[src/rtl/xcvr_csr_pkg.sv]
// Shared definitions for the transceiver CSR agent: register map, response codes, FSM states
// and the response-pipe entry layout.
package xcvr_csr_pkg;

  localparam int unsigned AddrId       = 0;
  localparam int unsigned AddrScratch  = 1;
  localparam int unsigned AddrControl  = 2;
  localparam int unsigned AddrStatus   = 3;
  localparam int unsigned AddrCycles   = 4;
  localparam int unsigned AddrWrcount  = 5;
  localparam int unsigned AddrErrcount = 6;

  localparam logic [31:0] UnmappedData = 32'hDEAD_BEEF;

  localparam logic [1:0] RespOkay   = 2'b00;
  localparam logic [1:0] RespSlvErr = 2'b10;

  localparam int unsigned InitCycles = 4;

  typedef enum logic [0:0] {
    StInit,
    StReady
  } state_e;

  typedef struct packed {
    logic        valid;
    logic        is_write;
    logic [1:0]  resp;
    logic [31:0] data;
  } resp_entry_t;

  function automatic logic [31:0] merge_bytes(input logic [31:0] old_val,
                                              input logic [31:0] new_val,
                                              input logic [3:0]  be);
    logic [31:0] r;
    r = old_val;
    for (int i = 0; i < 4; i++) begin
      if (be[i]) r[8*i +: 8] = new_val[8*i +: 8];
    end
    return r;
  endfunction

endpackage

[src/rtl/xcvr_csr_resp_pipe.sv]
// Fixed-depth shift pipe of response entries; an entry pushed at acceptance emerges Depth
// cycles later.
module xcvr_csr_resp_pipe
  import xcvr_csr_pkg::*;
#(
  parameter int unsigned Depth = 2
) (
  input  logic        clk_i,
  input  logic        reset_i,
  input  resp_entry_t entry_i,
  output resp_entry_t entry_o
);

  resp_entry_t stage_q [Depth];

  always_ff @(posedge clk_i) begin
    if (reset_i) begin
      for (int i = 0; i < int'(Depth); i++) stage_q[i] <= '0;
    end else begin
      stage_q[0] <= entry_i;
      for (int i = 1; i < int'(Depth); i++) stage_q[i] <= stage_q[i-1];
    end
  end

  assign entry_o = stage_q[Depth-1];

endmodule

[src/rtl/xcvr_csr_agent.sv]
// Avalon-MM CSR agent for the transceiver block: ID/scratch/control/status/counter registers.
// Optional write responses are enabled by defining XCVR_CSR_AGENT_WRITERESPONSE_EN.
module xcvr_csr_agent
  import xcvr_csr_pkg::*;
#(
  parameter int unsigned DATA_WIDTH     = 32,
  parameter int unsigned HDL_ADDR_WIDTH = 4,
  parameter int unsigned READ_LATENCY   = 2,
  parameter logic [31:0] ID_VALUE       = 32'hF7E1_0001
) (
  input  logic                      clk,
  input  logic                      reset,
  output logic                      s0_waitrequest,
  output logic [DATA_WIDTH-1:0]     s0_readdata,
  output logic                      s0_readdatavalid,
  input  logic [DATA_WIDTH-1:0]     s0_writedata,
  input  logic [HDL_ADDR_WIDTH-1:0] s0_address,
  input  logic                      s0_write,
  input  logic                      s0_read,
  input  logic [3:0]                s0_byteenable,
`ifdef XCVR_CSR_AGENT_WRITERESPONSE_EN
  output logic                      s0_writeresponsevalid,
  output logic [1:0]                s0_response,
`endif
  input  logic [31:0]               status_in,
  output logic [7:0]                ctrl_out
);

  state_e      state_q;
  logic [1:0]  init_cnt_q;
  logic        waitrequest_q;

  logic [31:0] scratch_q;
  logic [7:0]  ctrl_q;
  logic [31:0] status_q;
  logic [31:0] cycles_q;
  logic [31:0] wrcount_q;
  logic [31:0] errcount_q;

  logic        rd_acc, wr_acc, collide, wr_do, mapped, err_evt;
  logic [31:0] addr_idx;
  logic [31:0] rd_data;
  resp_entry_t pipe_in, pipe_out;

  // Bring-up FSM: hold off the host for a fixed number of cycles after reset.
  always_ff @(posedge clk) begin
    if (reset) begin
      state_q       <= StInit;
      init_cnt_q    <= '0;
      waitrequest_q <= 1'b1;
    end else begin
      unique case (state_q)
        StInit: begin
          init_cnt_q <= init_cnt_q + 2'd1;
          if (init_cnt_q == 2'(InitCycles - 1)) begin
            state_q       <= StReady;
            waitrequest_q <= 1'b0;
          end
        end
        StReady: waitrequest_q <= 1'b0;
      endcase
    end
  end

  assign s0_waitrequest = waitrequest_q;

  assign addr_idx = 32'(s0_address);
  assign mapped   = (addr_idx <= AddrErrcount);
  assign rd_acc   = s0_read & ~waitrequest_q;
  assign wr_acc   = s0_write & ~waitrequest_q;
  // A simultaneous read+write performs the read and drops the write.
  assign collide  = rd_acc & wr_acc;
  assign wr_do    = wr_acc & ~s0_read;
  assign err_evt  = (rd_acc | wr_acc) & (~mapped | collide);

  always_comb begin
    rd_data = UnmappedData;
    case (addr_idx)
      AddrId:       rd_data = ID_VALUE;
      AddrScratch:  rd_data = scratch_q;
      AddrControl:  rd_data = {24'h0, ctrl_q};
      AddrStatus:   rd_data = status_q;
      AddrCycles:   rd_data = cycles_q;
      AddrWrcount:  rd_data = wrcount_q;
      AddrErrcount: rd_data = errcount_q;
      default:      rd_data = UnmappedData;
    endcase
  end

  always_ff @(posedge clk) begin
    if (reset) begin
      scratch_q  <= '0;
      ctrl_q     <= '0;
      status_q   <= '0;
      cycles_q   <= '0;
      wrcount_q  <= '0;
      errcount_q <= '0;
    end else begin
      status_q <= status_in;
      cycles_q <= cycles_q + 32'd1;
      if (wr_do && addr_idx == AddrScratch) begin
        scratch_q <= merge_bytes(scratch_q, s0_writedata, s0_byteenable);
      end
      if (wr_do && addr_idx == AddrControl && s0_byteenable[0]) begin
        ctrl_q <= s0_writedata[7:0];
      end
      if (wr_do && addr_idx == AddrWrcount) begin
        wrcount_q <= '0;
      end else if (wr_do) begin
        wrcount_q <= wrcount_q + 32'd1;
      end
      // Clear takes precedence over a concurrent error increment.
      if (wr_do && addr_idx == AddrErrcount) begin
        errcount_q <= '0;
      end else if (err_evt && errcount_q != '1) begin
        errcount_q <= errcount_q + 32'd1;
      end
    end
  end

  always_comb begin
    pipe_in = '0;
    if (rd_acc) begin
      pipe_in.valid    = 1'b1;
      pipe_in.is_write = 1'b0;
      pipe_in.resp     = (mapped && !collide) ? RespOkay : RespSlvErr;
      pipe_in.data     = rd_data;
    end
`ifdef XCVR_CSR_AGENT_WRITERESPONSE_EN
    else if (wr_acc) begin
      pipe_in.valid    = 1'b1;
      pipe_in.is_write = 1'b1;
      pipe_in.resp     = mapped ? RespOkay : RespSlvErr;
    end
`endif
  end

  xcvr_csr_resp_pipe #(
    .Depth(READ_LATENCY)
  ) u_resp_pipe (
    .clk_i  (clk),
    .reset_i(reset),
    .entry_i(pipe_in),
    .entry_o(pipe_out)
  );

  assign s0_readdatavalid = pipe_out.valid & ~pipe_out.is_write;
  assign s0_readdata      = s0_readdatavalid ? pipe_out.data : '0;
  assign ctrl_out         = ctrl_q;

`ifdef XCVR_CSR_AGENT_WRITERESPONSE_EN
  assign s0_writeresponsevalid = pipe_out.valid & pipe_out.is_write;
  assign s0_response           = pipe_out.valid ? pipe_out.resp : RespOkay;
`else
  logic unused_resp;
  assign unused_resp = ^pipe_out.resp;
`endif

endmodule

[config.mk]
export PLATFORM = sky130hd
export DESIGN_NAME = xcvr_csr_agent
export DESIGN_NICKNAME = d
export VERILOG_FILES = /design/src/rtl/xcvr_csr_pkg.sv /design/src/rtl/xcvr_csr_resp_pipe.sv /design/src/rtl/xcvr_csr_agent.sv
export SDC_FILE = /design/constraint.sdc
export NUM_CORES = 1
export LEC_CHECK = 0
export CAP_MARGIN = 30
export CORE_MARGIN = 3
export CORE_UTILIZATION = 56
export DETAILED_ROUTE_END_ITERATION = 7
export GPL_TIMING_DRIVEN = 0
export PLACE_DENSITY = 0.88
export REMOVE_ABC_BUFFERS = 1
export SLEW_MARGIN = 20
export SYNTH_ARGS = -nofsm -noshare
export SYNTH_HDL_FRONTEND = slang
export SYNTH_HIERARCHICAL = 1
export SYNTH_SLANG_ARGS = --single-unit
[constraint.sdc]
create_clock -name clk -period 2.75 [get_ports clk]
set_clock_uncertainty 0.05 [all_clocks]
set_input_delay 0.4125 -clock clk [delete_from_list [all_inputs] [get_ports clk]]
set_output_delay 0.4125 -clock clk [all_outputs]
set_load 0.005 [all_outputs]
==> results of run 1 <==
[how the worst max path moves through the flow]
| stage | startpoint | endpoint | cells past startpoint |
|---|---|---|---|
| after floorplan | s0_address[3] | errcount_q[25] | 5 |
| after global placement | reset | errcount_q[29] | 4 |
| after detailed placement | s0_address[1] | errcount_q[29] | 8 |
| after CTS | s0_address[2] | errcount_q[29] | 7 |
| after global routing | s0_read | wrcount_q[31] | 7 |
| final | s0_address[3] | errcount_q[29] | 6 |
[state kept, by name, summed over array words and instances, names as in the netlist]
register,cells
u_resp_pipe/stage_q,68
wrcount_q,32
state_q,1
init_cnt_q,2
ctrl_out,8
cycles_q,32
errcount_q,32
scratch_q,32
s0_waitrequest,1
status_q,32
[metal layers]
metal / GRT usage (%) / vias up / routed length (um)
li1: - / 4144 / -
met1: 32.6 / 3998 / 10400
met2: 42.0 / 445 / 12200
met3: 4.10 / 73 / 2220
met4: 8.30 / 0 / 875
met5: 0 / - / 0
[placed cells by master (no fill, tap or decap), drive strengths merged, types with 10 or more instances in the layout]
cell,instances
dfxtp,240
nor2,118
nor2b,115
nand2,81
nand4,26
or3,17
a22oi,41
and2,36
and3,25
mux2i,11
nand3,67
xnor2,27
xor2,49
a21oi,85
buf,16
a31oi,24
clkdlybuf4s50,115
nor3,10
inv,18
clkbuf,31
o21ai,23
[layout make-up]
| type | instances | area share (%) |
|---|---|---|
| multi-input combinational | 823 | 40.6 |
| sequential | 240 | 38.8 |
| timing repair buffer | 131 | 10.9 |
| clock buffer | 31 | 5.64 |
| tap | 229 | 2.31 |
| clock inverter | 12 | 1.14 |
| inverter | 17 | 0.516 |
[metrics by stage]
step / hold WS [ps] / total power, mW / utilization [%]
floorplan: 364 / 3.82 / -
global placement: 365 / 4.08 / 62.2
CTS: 238 / 7.50 / 68.0
detailed placement: 370 / 4.11 / 63.2
finish: 236 / 7.48 / 68.2
global route: 259 / 7.70 / 68.2
[power groups by stage]
stage	Clock [mW]	Combinational (mW)	Sequential (mW)
after floorplan	0	0.177	3.64
after global placement	0	0.423	3.65
after detailed placement	0	0.454	3.66
after CTS	3.46	0.461	3.58
after global routing	3.60	0.512	3.58
final	3.43	0.469	3.58
[what timing repair did]
action                                  CTS  global route
pin swaps                                 1             2
resized for setup                         5             5
cloned                                    1             0
setup buffers                             0             2
endpoints found under the setup margin   63            67
==> results.md, run 1 <==
| Quantity | Value |
|---|---|
| Result of the run | finished, final reports clean |
| Worst-Margin Slew | 841 ps |
| Clk_lat worst skew | 510 ps |
| Final std cell area, no fill | 0.0124 sq mm |
| Part of the power in the clock network | 45.8% |
| Fillers | 1,374 |
| Final critical path time including I/O delays and setup | 2670 ps |
| Max Clock Freq | 375 MHz |
| Clock transition at the registers of the reported paths | 60 ps |
| Reg-to-reg slack, setup | 100 ps |
| Worst slew margin relative to its limit | 43.9% |
| Cell depth of the worst flop-to-flop path | 6 |
| Die area | 0.0203 sq mm |
| Hold path endpoint | status_q[12] |
| Global-route wire length before repair | 41.7 mm |
| Crit-path slowest cell | clkdlybuf4s50_1 |
| Flop pwr share | 47.9% |
| Launching element type of the critical path | primary input |
| Fin crit share | 97.1% |
| Peak supply drop | 0.506 mV |
| CTS tree | built |
| Detailed-route via count | 8,660 |
| Number of antenna-violating nets in the routed design | 0 |
| Number of nets at the end of the flow | 1,318 |
| HPWL after DPL | 17.2 mm |
| Share of cells above drive strength 1 | 7.74% |
| Violation count after the first detailed-route iteration | 966 |
| Sort of element at the end of the critical path | flip-flop |
| Port Buffer Count | 117 |
| P per Cell Area | 604 mW/mm^2 |
| Post-Place Cell Area | 0.0115 sq mm |
| GRT Resource Usage Total | 24.9% |
| Number of failing hold endpoints at the final stage | 0 |
| Total DRC errors in the routed layout | 0 |
| Number of global-route vias before repair | 8,420 |
| Hold Crit Start | reset |
| Worst slack at placement | -839 ps |
| Cell count of the worst hold path | 2 |
| Relative area change from synthesis to final layout | 18.7% |
| Yosys warnings | 6 |
| Type of the tightest min-delay check | in -> reg |
| Total clock buffers created by CTS | 25 |
| Critical Path Max Stage Delay | 770 ps |
| GRT Residual Overflow | 0 |
| Static Leak | 4.41 nW |
| Synthesized area divided by synthesized cell count | 8.80 sq um |
| Register area | 0.00480 sq mm |
| CP max FO | 16 |
| Combinational share of power | 6.3% |
| WP data arrival | 3020 ps |
| Final number of max-transition violations | 0 |
| Sw Ratio | 22.0% |
| Cell chain of the critical path | clkdlybuf4s50_1, nand2b_1, nor2_4, a21o_2, nor2_1, mux2_4 |
| Internal power of the cells | 5.83 mW |
| Number of antenna cells inserted | 0 |
| Detailed-route wire length | 25.7 mm |
| Final standard cell count with taps included and fillers excluded | 1,483 |
| Bufs on Longest Clock Path | 3 |
| Inst Count DP | 1,437 |
| Clock sink total | 240 |
| Reported net switching power | 1.64 mW |
| Final estimated routing congestion in global placement | 0.922 |
| Number of antenna violations at the first check in global routing | 0 |
| Count of hold buffers inserted by post-cts repair | 0 |
| Die extent in x | 142 um |
| Via density per instance | 5.84 |
| WL/cell | 17.3 um |
| RR Endpoint | wrcount_q[30] |
| Final Setup Violations | 0 |
| Number of instances in the synthesized netlist | 1,185 |
| Largest net degree at the start of global routing | 103 |
| Setup TNS | 0 ps |
| Crit path setup slack, layout | 80.1 ps |
| Buffer and inverter count on the worst path | 1 |
| Launching point of the worst reg2reg path | wrcount_q[0] |
| Max-Cap Viols | 0 |
| Mapped Area | 0.0104 sq mm |
| Category of the most critical setup path | in -> reg |
| Boundary pin count | 118 |
| WP data required | 3100 ps |
| Number of core rows | 49 |
| Family of cells with the greatest summed delay on the critical path | simple AND/OR/NAND/NOR gates |
| Effective utilization at floorplan | 57.5% |
| Overall die height | 142 um |
| Root Buffer Master | clkbuf_16 |
| Core Footprint | 0.0181 sq mm |
| Total area of multi-input combinational cells | 0.00503 sq mm |
| Count of TritonRoute iterations in the first routing pass | 8 |
| # H-tree levels | 1 |
Note: power is estimated with default switching activity, not from simulation.
==> run 2: changes to the inputs <==
--- a/config.mk
+++ b/config.mk
@@ -5,6 +5,7 @@
 export SDC_FILE = /design/constraint.sdc
 export NUM_CORES = 1
 export LEC_CHECK = 0
+export ABC_CLOCK_PERIOD_IN_PS = 2750
 export CAP_MARGIN = 30
 export CORE_MARGIN = 3
 export CORE_UTILIZATION = 56
==> results of run 2 <==
Same layout as run 1: the final DEF is identical, and so are final timing and power.
